## src/rtl/unified_mem_arbiter.sv

```systemverilog
// unified_mem_arbiter
//   Shares one single-port synchronous memory between the instruction-fetch
//   port and the data port of a pipelined datapath. One access is in flight
//   at a time; reads wait MEM_LAT cycles for the memory, writes complete on
//   the next cycle. Per-port stalls freeze the datapath until it is served.
//
// Handshake (both ports): a request is a level held until its oXValid pulse.
//   oXValid is a one-cycle pulse that ends the request; during that cycle the
//   same port is not eligible, so the held level is not granted a second time.
//   Any request level seen after the pulse cycle is a new request. Address and
//   write data are taken only in the grant cycle.
//
// oGrant shows the active owner: the winner in an issue cycle, the read owner
//   while waiting for memory data, and 00 otherwise.

module unified_mem_arbiter #(
  parameter int MEM_LAT    = 2,
  parameter int STARVE_MAX = 3
) (
  input  logic        iCLK,
  input  logic        iRST,
  input  logic        iIReq,
  input  logic [31:0] iIAddr,
  output logic [31:0] oIRdata,
  output logic        oIValid,
  output logic        oIStall,
  input  logic        iDRead,
  input  logic        iDWrite,
  input  logic [31:0] iDAddr,
  input  logic [31:0] iDWdata,
  input  logic [3:0]  iDBE,
  output logic [31:0] oDRdata,
  output logic        oDValid,
  output logic        oDStall,
  output logic [31:0] oMAddr,
  output logic [31:0] oMWdata,
  output logic [3:0]  oMBE,
  output logic        oMRead,
  output logic        oMWrite,
  input  logic [31:0] iMRdata,
  output logic [1:0]  oGrant
);

  localparam int SW = (STARVE_MAX < 1) ? 1 : $clog2(STARVE_MAX + 1);
  localparam logic [SW-1:0] STARVE_TOP = SW'(STARVE_MAX);
  localparam logic [2:0]    LAT_LAST   = 3'(MEM_LAT - 1);
  localparam bit            LAT_ONE    = (MEM_LAT == 1);

  typedef enum logic {
    ST_IDLE = 1'b0,
    ST_WAIT = 1'b1
  } state_t;

  state_t          state;
  state_t          stateNext;
  logic [2:0]      latCnt;
  logic [1:0]      owner;       // {data, IF} owner of the read in flight
  logic [SW-1:0]   starveCnt;

  logic            ifElig;
  logic            dElig;
  logic            grantI;
  logic            grantD;
  logic            dWrIssue;
  logic            rdIssue;
  logic            latDone;
  logic [1:0]      readOwner;

  // A port that is completing this cycle must not be re-granted its old request.
  assign ifElig = iIReq & ~oIValid;
  assign dElig  = (iDRead | iDWrite) & ~oDValid;

  assign oIStall = iIReq & ~oIValid;
  assign oDStall = (iDRead | iDWrite) & ~oDValid;

  // Arbitration: data first, unless IF has been passed over STARVE_MAX times.
  always_comb begin
    grantI = 1'b0;
    grantD = 1'b0;
    if (state == ST_IDLE && !iRST) begin
      if (ifElig && starveCnt == STARVE_TOP) begin
        grantI = 1'b1;
      end else if (dElig) begin
        grantD = 1'b1;
      end else if (ifElig) begin
        grantI = 1'b1;
      end
    end
  end

  // Read+write together on the data port is a write.
  assign dWrIssue = grantD & iDWrite;
  assign rdIssue  = grantI | (grantD & ~iDWrite);

  // Memory command straight from the winner in the issue cycle; idle otherwise.
  always_comb begin
    oMAddr  = '0;
    oMWdata = '0;
    oMBE    = '0;
    oMRead  = 1'b0;
    oMWrite = 1'b0;
    if (grantI) begin
      oMAddr = iIAddr;
      oMRead = 1'b1;
    end else if (grantD) begin
      oMAddr = iDAddr;
      if (iDWrite) begin
        oMWrite = 1'b1;
        oMWdata = iDWdata;
        oMBE    = iDBE;
      end else begin
        oMRead = 1'b1;
      end
    end
  end

  // Next state and read-completion detection.
  always_comb begin
    stateNext = state;
    latDone   = 1'b0;
    readOwner = owner;
    case (state)
      ST_IDLE: begin
        readOwner = {grantD, grantI};
        if (rdIssue) begin
          if (LAT_ONE) begin
            latDone = 1'b1;
          end else begin
            stateNext = ST_WAIT;
          end
        end
      end
      ST_WAIT: begin
        if (latCnt == LAT_LAST) begin
          latDone   = 1'b1;
          stateNext = ST_IDLE;
        end
      end
      default: stateNext = ST_IDLE;
    endcase
  end

  // Debug view of who owns the memory port this cycle.
  always_comb begin
    oGrant = 2'b00;
    if (!iRST) begin
      if (grantI) begin
        oGrant = 2'b01;
      end else if (grantD) begin
        oGrant = 2'b10;
      end else if (state == ST_WAIT) begin
        oGrant = owner;
      end
    end
  end

  // FSM state register.
  always_ff @(posedge iCLK) begin
    if (iRST) begin
      state <= ST_IDLE;
    end else begin
      state <= stateNext;
    end
  end

  // Latency counter and read owner for the access in flight.
  always_ff @(posedge iCLK) begin
    if (iRST) begin
      latCnt <= '0;
      owner  <= 2'b00;
    end else begin
      if (rdIssue) begin
        latCnt <= 3'd1;
        owner  <= {grantD, grantI};
      end else if (state == ST_WAIT) begin
        latCnt <= latCnt + 3'd1;
      end
    end
  end

  // Starvation counter: counts data grants that IF had to watch.
  always_ff @(posedge iCLK) begin
    if (iRST) begin
      starveCnt <= '0;
    end else if (grantI || !iIReq) begin
      starveCnt <= '0;
    end else if (grantD && starveCnt < STARVE_TOP) begin
      starveCnt <= starveCnt + 1'b1;
    end
  end

  // Completion pulses and read-data capture; rdata holds between completions.
  always_ff @(posedge iCLK) begin
    if (iRST) begin
      oIValid <= 1'b0;
      oDValid <= 1'b0;
      oIRdata <= '0;
      oDRdata <= '0;
    end else begin
      oIValid <= latDone & readOwner[0];
      oDValid <= (latDone & readOwner[1]) | dWrIssue;
      if (latDone && readOwner[0]) begin
        oIRdata <= iMRdata;
      end
      if (latDone && readOwner[1]) begin
        oDRdata <= iMRdata;
      end
    end
  end

endmodule

```

## config.mk

```make
export PLATFORM = sky130hd
export DESIGN_NAME = unified_mem_arbiter
export DESIGN_NICKNAME = d
export VERILOG_FILES = /design/src/rtl/unified_mem_arbiter.sv
export SDC_FILE = /design/constraint.sdc
export NUM_CORES = 1
export LEC_CHECK = 0
export ABC_AREA = 1
export CAP_MARGIN = 20
export CORE_AREA = 2 2 107 109
export CTS_BUF_LIST = sky130_fd_sc_hd__clkbuf_2 sky130_fd_sc_hd__clkbuf_4 sky130_fd_sc_hd__clkbuf_8
export CTS_CLUSTER_DIAMETER = 100
export DETAILED_ROUTE_END_ITERATION = 8
export DIE_AREA = 0 0 109 111
export GPL_ROUTABILITY_DRIVEN = 0
export MAX_ROUTING_LAYER = met4
export PLACE_DENSITY_LB_ADDON = 0.3
export SYNTH_ARGS = -nofsm -noshare
export SYNTH_HDL_FRONTEND = slang
export SYNTH_SLANG_ARGS = --single-unit
```

## constraint.sdc

```tcl
create_clock -name iCLK -period 3.06 [get_ports iCLK]
set_clock_uncertainty 0.05 [all_clocks]
set_input_delay 0.612 -clock iCLK [delete_from_list [all_inputs] [get_ports iCLK]]
set_output_delay 0.612 -clock iCLK [all_outputs]
set_load 0.005 [all_outputs]
```

==> results.yml <==
synth:
  ys_async_sr_fraction_pct: 0
  synth_top_cells_by_count: "143 x nand2_1, 103 x nor2_1, 75 x inv_1, 74 x dfxtp_1, 71 x a21oi_1"
  yosys_most_used_dff: "dfxtp_1"
  synth-edff-count: 0
  syn_inst: 641
  synth_cell_types: 26
  synth_top_area_share_pct: 36.48
  synth-seq-area-share_pct: 36.48
  yosysWarnings: 0
  yosys-top-cells-area: "dfxtp_1 36%, nand2_1 13%, nor2_1 9.5%, a21oi_1 8.7%, nand3_1 8.3%"
  synth_area_per_cell_um2: 6.336
  synth_most_common_cell: "nand2_1"
  syn-cell-area_um2: 4061
  synth_area_leader_cell: "dfxtp_1"
  synthesis.nets: 781
  synth_seq_cells: 74
route:
  drtAntennaViolNets: 0
  vias: 4969
  drc: 0
  drt_iter0_markers: 263
  viasPerCell: 4.710
  drtPass1Iterations: 4
  totalWireLength_mm: 16.62
  drt-wirelength-per-cell_um: 15.75
cts:
  cts_buffers: 9
  cts_tree: "done"
  clk_path_buf_depth: 2
  clk_pin_slew_ns: 0.08
  clkSinkCount: 74
  cts_hold_buf: 0
  root_buffer: "clkbuf_8"
  clkLatencyLatePin_ns: 0.34
  htree_levels: 3
pwr:
  cellInternalPower_mw: 1.758
  p_seq_share_pct: 41.1
  peakVddDrop_mv: 0.3006
  cellLeakagePower_nw: 3.361
  p_comb_share_pct: 26.8
  netSwitchingFraction_pct: 27.45
  switching_power_mw: 0.6653
  p_clk_share_pct: 32.2
  powerDensity_nw_per_um2: 333.6
sta:
  fin_ws_ns: 0.02202
  tightest_slew_ns: 0.5358
  final-setup-viol-count: 0
  drv_slew: 0
  fin_hold_ws_ns: 0.4208
  hold_violations: 0
  timing.final.crit_share_pct: 99.28
  fmax_ghz: 0.3292
  min_period_ns: 3.038
  timing.slew.headroom_pct: 64.24
  rsz0062_at_grt: "yes"
setup_path:
  required_ns: 2.40
  r2r_start: "state"
  critPathCaptureType: "output pin"
  worstPathMaxFanout: 36
  worst-endpoint-arrival_ns: 2.38
  reg2reg_depth: 6
  timing_worst_setup_path_type: "in2out"
  r2r_setup_slack_ns: 1.10
  crit-reg2reg-capture: "oDRdata[15]"
  cp-start-kind: "input port"
final_layout:
  fin_cells: 1055
  syn_to_final_growth_pct: 78.84
  layout-drive-gt1-share_pct: 6.908
  final_area_um2: 7263
  diodes: 0
  finalNetCount: 1047
place:
  place_ws_ns: -0.1802
  post-dp-hpwl_mm: 12.76
  port_buffers: 276
  placed_area_um2: 7004
  placedCellCount: 1038
outcome:
  status: "finished, final reports clean"
die:
  fp.dieH_um: 111
  die-width_um: 109
  core_um2: 11080
  start_util_pct: 36.67
  ios: 277
  fp-row-count: 39
  die_area_um2: 12100
global_routing:
  grt.overflow.total: 0
  grt_pass1_wl_mm: 24.63
  antenna_found_initial: 0
  grt_pass1_vias: 4566
  grt_max_degree: 66
  grtUsageTotal_pct: 27.50
worst_hold_path:
  hold_start: "owner[0]"
  hold_path_end: "owner[0]"
  worstHoldPathType: "reg2reg"
  holdPathStages: 2
run:
  drv_cap: 0
-- cells in the final DEF, fill, tap and decap left out, types with 3 or more instances in the layout --
cell,Yosys,routed
nand2_1,143,141
o21ai_0,36,34
ha_1,3,3
dlygate4sd2_1,0,17
dlymetal6s2s_1,0,17
inv_1,75,73
a21oi_1,71,71
buf_12,0,6
buf_4,6,22
dfxtp_1,74,74
clkbuf_8,0,10
nand3_1,67,67
clkdlybuf4s50_1,0,242
nand2_2,2,4
nor2_1,103,101
-- worst max-delay path: stages --
cell and delay (ns):
clkdlybuf4s50_1 0.50, nor2_4 0.06, nor2_8 0.11, nand3_4 0.09
buf_12 0.18, nor2_1 0.22, clkdlybuf4s50_1 0.59
-- metal layers --
metal,vias up,wire length [µm],global-route usage (%)
met1,2226,7063,33.38
li1,2524,-,-
met2,194,7434,41.90
met5,-,0,-
met4,0,444,10.34
met3,25,1672,9.406
-- power groups by stage --
stage | sequential (mW) | combinational, mW | clock, mW
2_1_floorplan | 1.01 | 0.259 | 0
3_3_place_gp | 1.02 | 0.653 | 0
3_5_place_dp | 1.02 | 0.655 | 0
4_1_cts | 0.995 | 0.650 | 0.801
5_1_grt | 0.998 | 0.700 | 0.845
6_report | 0.995 | 0.649 | 0.779
-- kinds of logic (layout without fill, tap and decap cells) --
family	Yosys count	after routing	synth area share, %
mux	1	1	0.2465
xor+xnor	2	2	0.4314
compound gates	107	107	13.19
flops	74	74	36.48
buf+inv	128	399	14.39
fa+ha+maj	3	3	0.9243
simple gates	326	326	34.35
-- flip-flops by register name (all words and copies together) (netlist names) --
name and count:
oDRdata 32, state 1, oDValid 1, latCnt 3, oIRdata 32, oIValid 1, owner 2, starveCnt 2
-- metrics by stage --
stage / total power, mW / TNS (ns) / util, %
2_1_floorplan: 1.273 / 0 / -
3_3_place_gp: 1.670 / -3.070 / 63.23
3_5_place_dp: 1.673 / -3.424 / 63.23
4_1_cts: 2.446 / -0.007910 / 65.10
5_1_grt: 2.542 / -0.06569 / 65.57
6_report: 2.423 / 0 / 65.57
-- how the worst max path moves through the flow --
stage	cells past startpoint	slack (ns)	startpoint	end
global route	7	-0.02	iDRead	oMWdata[31]
detailed placement	10	-0.18	iRST	oMAddr[10]
CTS	5	-0.008	iDWrite	oMWdata[12]
finish	7	0.02	iDRead	oMWdata[31]
floorplan	8	0.98	iDRead	oMAddr[10]
global placement	10	-0.13	iRST	oMAddr[4]
-- layout make-up --
class | instances | area, µm²
multi-input combinational | 439 | 2011
sequential | 74 | 1481
fill | 1012 | 3814
inverter | 77 | 292.8
tap | 143 | 178.9
timing repair buffer | 306 | 3095
clock inverter | 4 | 51.30
clock buffer | 12 | 152.6
-- repair_timing --
item | 4_1_cts | 5_1_grt
pin swaps | 0 | 1
setup endpoints to repair | 35 | 47
resized for setup | 25 | 20
setup buffers | 1 | 0
Power figures use the tool's default switching activity.
